--- src/rtl/index_vector_assembler.sv ---
// Purpose : collects a frame of bit indices into a WIDTH-bit mask and emits it as one vector.
// Latency : the vector is valid the cycle after the last index is accepted; a new frame can start the cycle after the vector handshake.
// Backpr. : while the vector waits for vec_ready_i, idx_ready_o is low and the vector outputs hold.
//
// Ports:
//   clk_i, rst_ni            clock, asynchronous active-low reset
//   clear_i                  synchronous clear of the current frame and any pending vector
//   idx_valid_i/idx_ready_o  index handshake; idx_i is the bit to set, idx_last_i ends the frame
//   vec_valid_o/vec_ready_i  vector handshake
//   vec_o, vec_count_o       assembled mask and its number of set bits
//   dup_o, oor_o             frame had a repeated index / an index >= WIDTH
module index_vector_assembler #(
  parameter int WIDTH = 8,
  parameter int IDX_W = $clog2(WIDTH),
  parameter int CNT_W = $clog2(WIDTH + 1)
) (
  input  logic             clk_i,
  input  logic             rst_ni,
  input  logic             clear_i,
  input  logic             idx_valid_i,
  output logic             idx_ready_o,
  input  logic [IDX_W-1:0] idx_i,
  input  logic             idx_last_i,
  output logic             vec_valid_o,
  input  logic             vec_ready_i,
  output logic [WIDTH-1:0] vec_o,
  output logic [CNT_W-1:0] vec_count_o,
  output logic             dup_o,
  output logic             oor_o
);

  if (WIDTH < 2) begin : g_width_chk
    $error("index_vector_assembler: WIDTH must be >= 2");
  end

  typedef enum logic {
    S_COLLECT = 1'b0,
    S_OUTPUT  = 1'b1
  } state_t;

  state_t           r_state;
  state_t           w_state_nxt;

  logic [WIDTH-1:0] r_mask;
  logic [CNT_W-1:0] r_count;
  logic             r_dup;
  logic             r_oor;

  logic [WIDTH-1:0] w_onehot;
  logic             w_in_range;
  logic             w_hit;
  logic             w_idx_acc;
  logic             w_vec_acc;

  // Shifting a one past the top of the mask yields zero, so an all-zero
  // one-hot doubles as the out-of-range detector for non-power-of-two WIDTH.
  assign w_onehot   = {{(WIDTH-1){1'b0}}, 1'b1} << idx_i;
  assign w_in_range = |w_onehot;
  assign w_hit      = |(r_mask & w_onehot);

  assign w_idx_acc  = idx_valid_i & (r_state == S_COLLECT);
  assign w_vec_acc  = vec_ready_i & (r_state == S_OUTPUT);

  // State register
  always_ff @(posedge clk_i or negedge rst_ni) begin
    if (!rst_ni) begin
      r_state <= S_COLLECT;
    end else begin
      r_state <= w_state_nxt;
    end
  end

  // Next-state logic; clear overrides both handshakes
  always_comb begin
    w_state_nxt = r_state;
    if (clear_i) begin
      w_state_nxt = S_COLLECT;
    end else begin
      case (r_state)
        S_COLLECT: if (idx_valid_i && idx_last_i) w_state_nxt = S_OUTPUT;
        S_OUTPUT:  if (vec_ready_i)               w_state_nxt = S_COLLECT;
        default:   w_state_nxt = S_COLLECT;
      endcase
    end
  end

  // Handshake outputs decoded from state only
  always_comb begin
    idx_ready_o = (r_state == S_COLLECT);
    vec_valid_o = (r_state == S_OUTPUT);
  end

  // Accumulator: zeroed when the vector leaves or on clear, updated per accepted index
  always_ff @(posedge clk_i or negedge rst_ni) begin
    if (!rst_ni) begin
      r_mask  <= '0;
      r_count <= '0;
      r_dup   <= 1'b0;
      r_oor   <= 1'b0;
    end else if (clear_i || w_vec_acc) begin
      r_mask  <= '0;
      r_count <= '0;
      r_dup   <= 1'b0;
      r_oor   <= 1'b0;
    end else if (w_idx_acc) begin
      if (!w_in_range) begin
        r_oor <= 1'b1;
      end else if (w_hit) begin
        r_dup <= 1'b1;
      end else begin
        r_mask  <= r_mask | w_onehot;
        r_count <= r_count + CNT_W'(1);
      end
    end
  end

  assign vec_o       = r_mask;
  assign vec_count_o = r_count;
  assign dup_o       = r_dup;
  assign oor_o       = r_oor;

endmodule
--- config.mk ---
export PLATFORM = sky130hd
export DESIGN_NAME = index_vector_assembler
export DESIGN_NICKNAME = d
export VERILOG_FILES = /design/src/rtl/index_vector_assembler.sv
export SDC_FILE = /design/constraint.sdc
export NUM_CORES = 1
export LEC_CHECK = 0
export BUFFER_PORTS_ARGS = -buffer_cell sky130_fd_sc_hd__buf_2
export CORE_MARGIN = 4
export CORE_UTILIZATION = 38
export DETAILED_ROUTE_END_ITERATION = 16
export REMOVE_ABC_BUFFERS = 1
export SLEW_MARGIN = 20
export SYNTH_ARGS = -nofsm -noshare
export SYNTH_HDL_FRONTEND = slang
export SYNTH_SLANG_ARGS = --single-unit
--- constraint.sdc ---
create_clock -name clk_i -period 2.45 [get_ports clk_i]
set_input_delay 0.245 -clock clk_i [delete_from_list [all_inputs] [get_ports clk_i]]
set_output_delay 0.245 -clock clk_i [all_outputs]
set_load 0.03 [all_outputs]
==> qor.csv <==
stage;metric;value;unit
run_status;outcome;finished clean;
worst_setup_path;Critical Path Slowest Stage Cell;mux4_2;
global_route;GRT Overall Usage;13.1;%
timing;top achievable clock speed;553;MHz
min_path;HP Class;in2reg;
power_and_ir_drop;Pwr Total;0.486;mW
placed_design;Port-buffer cells;24;
synth;area leader, netlist;dfrtp_1;
timing;Slew Viols, Final;0;
routing;Final ANT Viol Nets;0;
layout;Final Util;50.6;%
synth;YS warnings;0;
clock_network;clk_lat worst skew;0.28;ns
floorplanning;FP Rows;15;
synth;top cells by area in the synthesized netlist;dfrtp_1 53%, a21oi_1 9.2%, mux2_4 6.3%, nor2_1 6.3%, mux4_2 3.2%;
layout;Layout area overhead;24.3;%
timing;final hold viol count;0;
synth;cell count after synthesis;68;
layout;Multi-input gate area;317;um^2
worst_setup_path;critical path required time;2.66;ns
layout;FILL cells;177;
floorplanning;I/O pins;25;
layout;n_diodes;0;
timing;RSZ-0062 raised after global routing;false;
global_route;vias in the first global route;561;
routing;routed vias/inst;5.05;
power_and_ir_drop;Max VDD drop;0.311;mV
clock_network;root buffer cell;clkbuf_4;
placed_design;GPL Wtd Cong;0.771;
layout;Finished Cell Area;883;um^2
synth;Synth Cell Area;711;um^2
timing;Slew Limit Headroom;71.6;%
floorplanning;Die Height;51.2;um
floorplanning;die area;2630;um^2
global_route;grt ovf;0;
placed_design;Area after DPL;847;um^2
worst_setup_path;CP arrival;2.02;ns
synth;Yosys top cell area share;52.8;%
worst_setup_path;worst-path cell chain;mux2_1 > mux4_2 > or3_1 > a21oi_1;
clock_network;Post-CTS Setup Bufs;0;
floorplanning;area of the core;1750;um^2
power_and_ir_drop;pwr dens;550;nW/um^2
synth;Post-synth top cells;15 x dfrtp_1, 13 x a21oi_1, 12 x nor2_1;
global_route;largest net degree at the start of global routing;16;
global_route;initial antenna violation count;0;
clock_network;clock sink count;15;
worst_setup_path;Crit. End Element;flip-flop;
worst_setup_path;Setup CP Type;reg2reg;
floorplanning;Die X;51.2;um
clock_network;Max Root-Sink Buffers;2;
clock_network;CTS-repair resized insts;0;
layout;nets@finish;106;
worst_setup_path;Buffers & Inverters on Critical Path;0;
clock_network;CTS tree;yes;
timing;Tcrit/Tclk final;73.8;%
timing;clock period minus final worst setup slack;1.81;ns
synth;ys flop type;dfrtp_1;
placed_design;pre-CTS setup slack;0.536;ns
synth;Netlist cell types;21;
routing;router iterations before antenna repair;4;
synth;Post-Syn Area per Cell;10.5;um^2
run;Max Cap Viol;0;
clock_network;CTS HTree Levels;1;
timing;setup tns final;0;ns
timing;min setup slack post-route;0.642;ns
timing;Tightest Pin Transition;0.426;ns
global_route;global-route wire length before repair;2570;um
timing;clk_skew;0.00136;ns
synth;Seq/Total Area, Yosys;52.8;%
routing;Total Wirelength;1510;um
layout;fraction of layout cells with a size suffix above 1;32.6;%
synth;Yosys reg bits;15;
layout;FF+latch area;375;um^2
routing;Avg WL per Cell;12.6;um
worst_setup_path;slowest stage delay, CP;0.53;ns
synth;number of synthesized flops with an enable pin;0;
placed_design;post-DP HPWL;1110;um
routing;post-route DRC violation count;0;
routing;starting DRC count in detailed routing;17;
clock_network;Num CTS Buffers;3;
clock_network;clock-pin slew on the worst setup and hold paths;0.09;ns
power_and_ir_drop;P_leak;0.462;nW
worst_setup_path;critical-path maximum fanout;9;
worst_setup_path;Crit path max-delay family;multiplexers;
synth;most frequent cell after synthesis;dfrtp_1;
routing;via count;606;
worst_setup_path;CP Launch Type;flip-flop;
timing;final setup vio count;0;
synth;ys async rst share;100;%
floorplanning;initial core utilization;40.7;%
-- layout make-up --
cell class / count / share of cell area (%)
Multi-Input combinational cell: 50 / 35.8
Sequential cell: 15 / 42.5
Inverter: 1 / 0.425
Timing Repair Buffer: 25 / 14.7
Clock buffer: 4 / 2.97
Tap cell: 25 / 3.54
-- final timing paths --
path / slack (ns) / endpoint / startpoint / cells after the start
setup / recovery: 0.64 / vec_count_o[3] / vec_o[5] / 4
hold / removal: 0.20 / vec_valid_o / idx_last_i / 3
setup reg to reg: 0.64 / vec_count_o[3] / vec_o[5] / 4
hold reg to reg: 0.50 / oor_o / oor_o / 1
max in group asynchronous: 1.81 / vec_count_o[1] / rst_ni / 2
min in group asynchronous: 0.39 / vec_count_o[3] / rst_ni / 2
-- power breakdown --
group / switching [mW] / internal [mW] / leakage, nW
Clock: 0.0779 / 0.0632 / 0.0150
Combinational: 0.0531 / 0.0285 / 0.241
Sequential: 0.00808 / 0.255 / 0.207
Total: 0.139 / 0.347 / 0.462
-- worst min-delay path: stages --
cell and delay (ns):
buf_2 0.07, a21oi_1 0.05, nor2_1 0.07
-- per-layer routing --
metal / GRT usage [%] / share of wire [%]
met1: 17.5 / 47
met2: 18.5 / 43
met3: 4.66 / 8.1
met4: 6.55 / 1.4
met5: 0 / 0
-- what timing repair did --
action                                  in CTS  in global routing
endpoints found under the hold margin       15                  0
endpoints found under the setup margin       0                  0
hold buffers                                 1                  0
-- flip-flops by register name (all words and copies together), names as in the netlist --
| signal | flops |
|---|---|
| dup_o | 1 |
| oor_o | 1 |
| vec_count_o | 4 |
| vec_o | 8 |
| vec_valid_o | 1 |
-- layout by cell type, fill, tap and decap left out --
cell,Yosys,final
dfrtp_1,15,15
buf_2,0,24
a21o_1,1,1
or3_1,3,3
and2_1,2,2
nor2_1,12,12
nand3b_1,1,1
a21oi_1,13,13
ha_1,1,1
mux2_4,3,3
a31oi_1,2,2
mux2_1,1,1
nand2b_1,1,1
clkbuf_1,0,1
dlygate4sd3_1,0,1
nor2b_1,2,2
nand2_1,1,1
o21ai_1,4,4
clkbuf_4,0,3
and2b_1,1,1
inv_1,1,1
nand4_1,1,1
mux4_2,1,1
-- metrics by stage --
step                hold WS, ns  std cells
floorplan               -0.0506         66
global placement          0.166        115
detailed placement        0.165        115
CTS                       0.195        120
global route              0.229        120
finish                    0.201        120
-- cells by family (layout without fill, tap and decap cells) --
kind of cell / after synthesis / in the layout / share of synthesized area [%]
flip-flops: 15 / 15 / 52.8
AND/OR/NAND/NOR: 24 / 24 / 16.9
buffers and inverters: 3 / 30 / 2.64
AO/OA/AOI/OAI: 20 / 20 / 14.8
multiplexers: 5 / 5 / 11.1
adder cells (fa/ha/maj): 1 / 1 / 1.76
No activity file was read; power rests on OpenSTA's default activity.
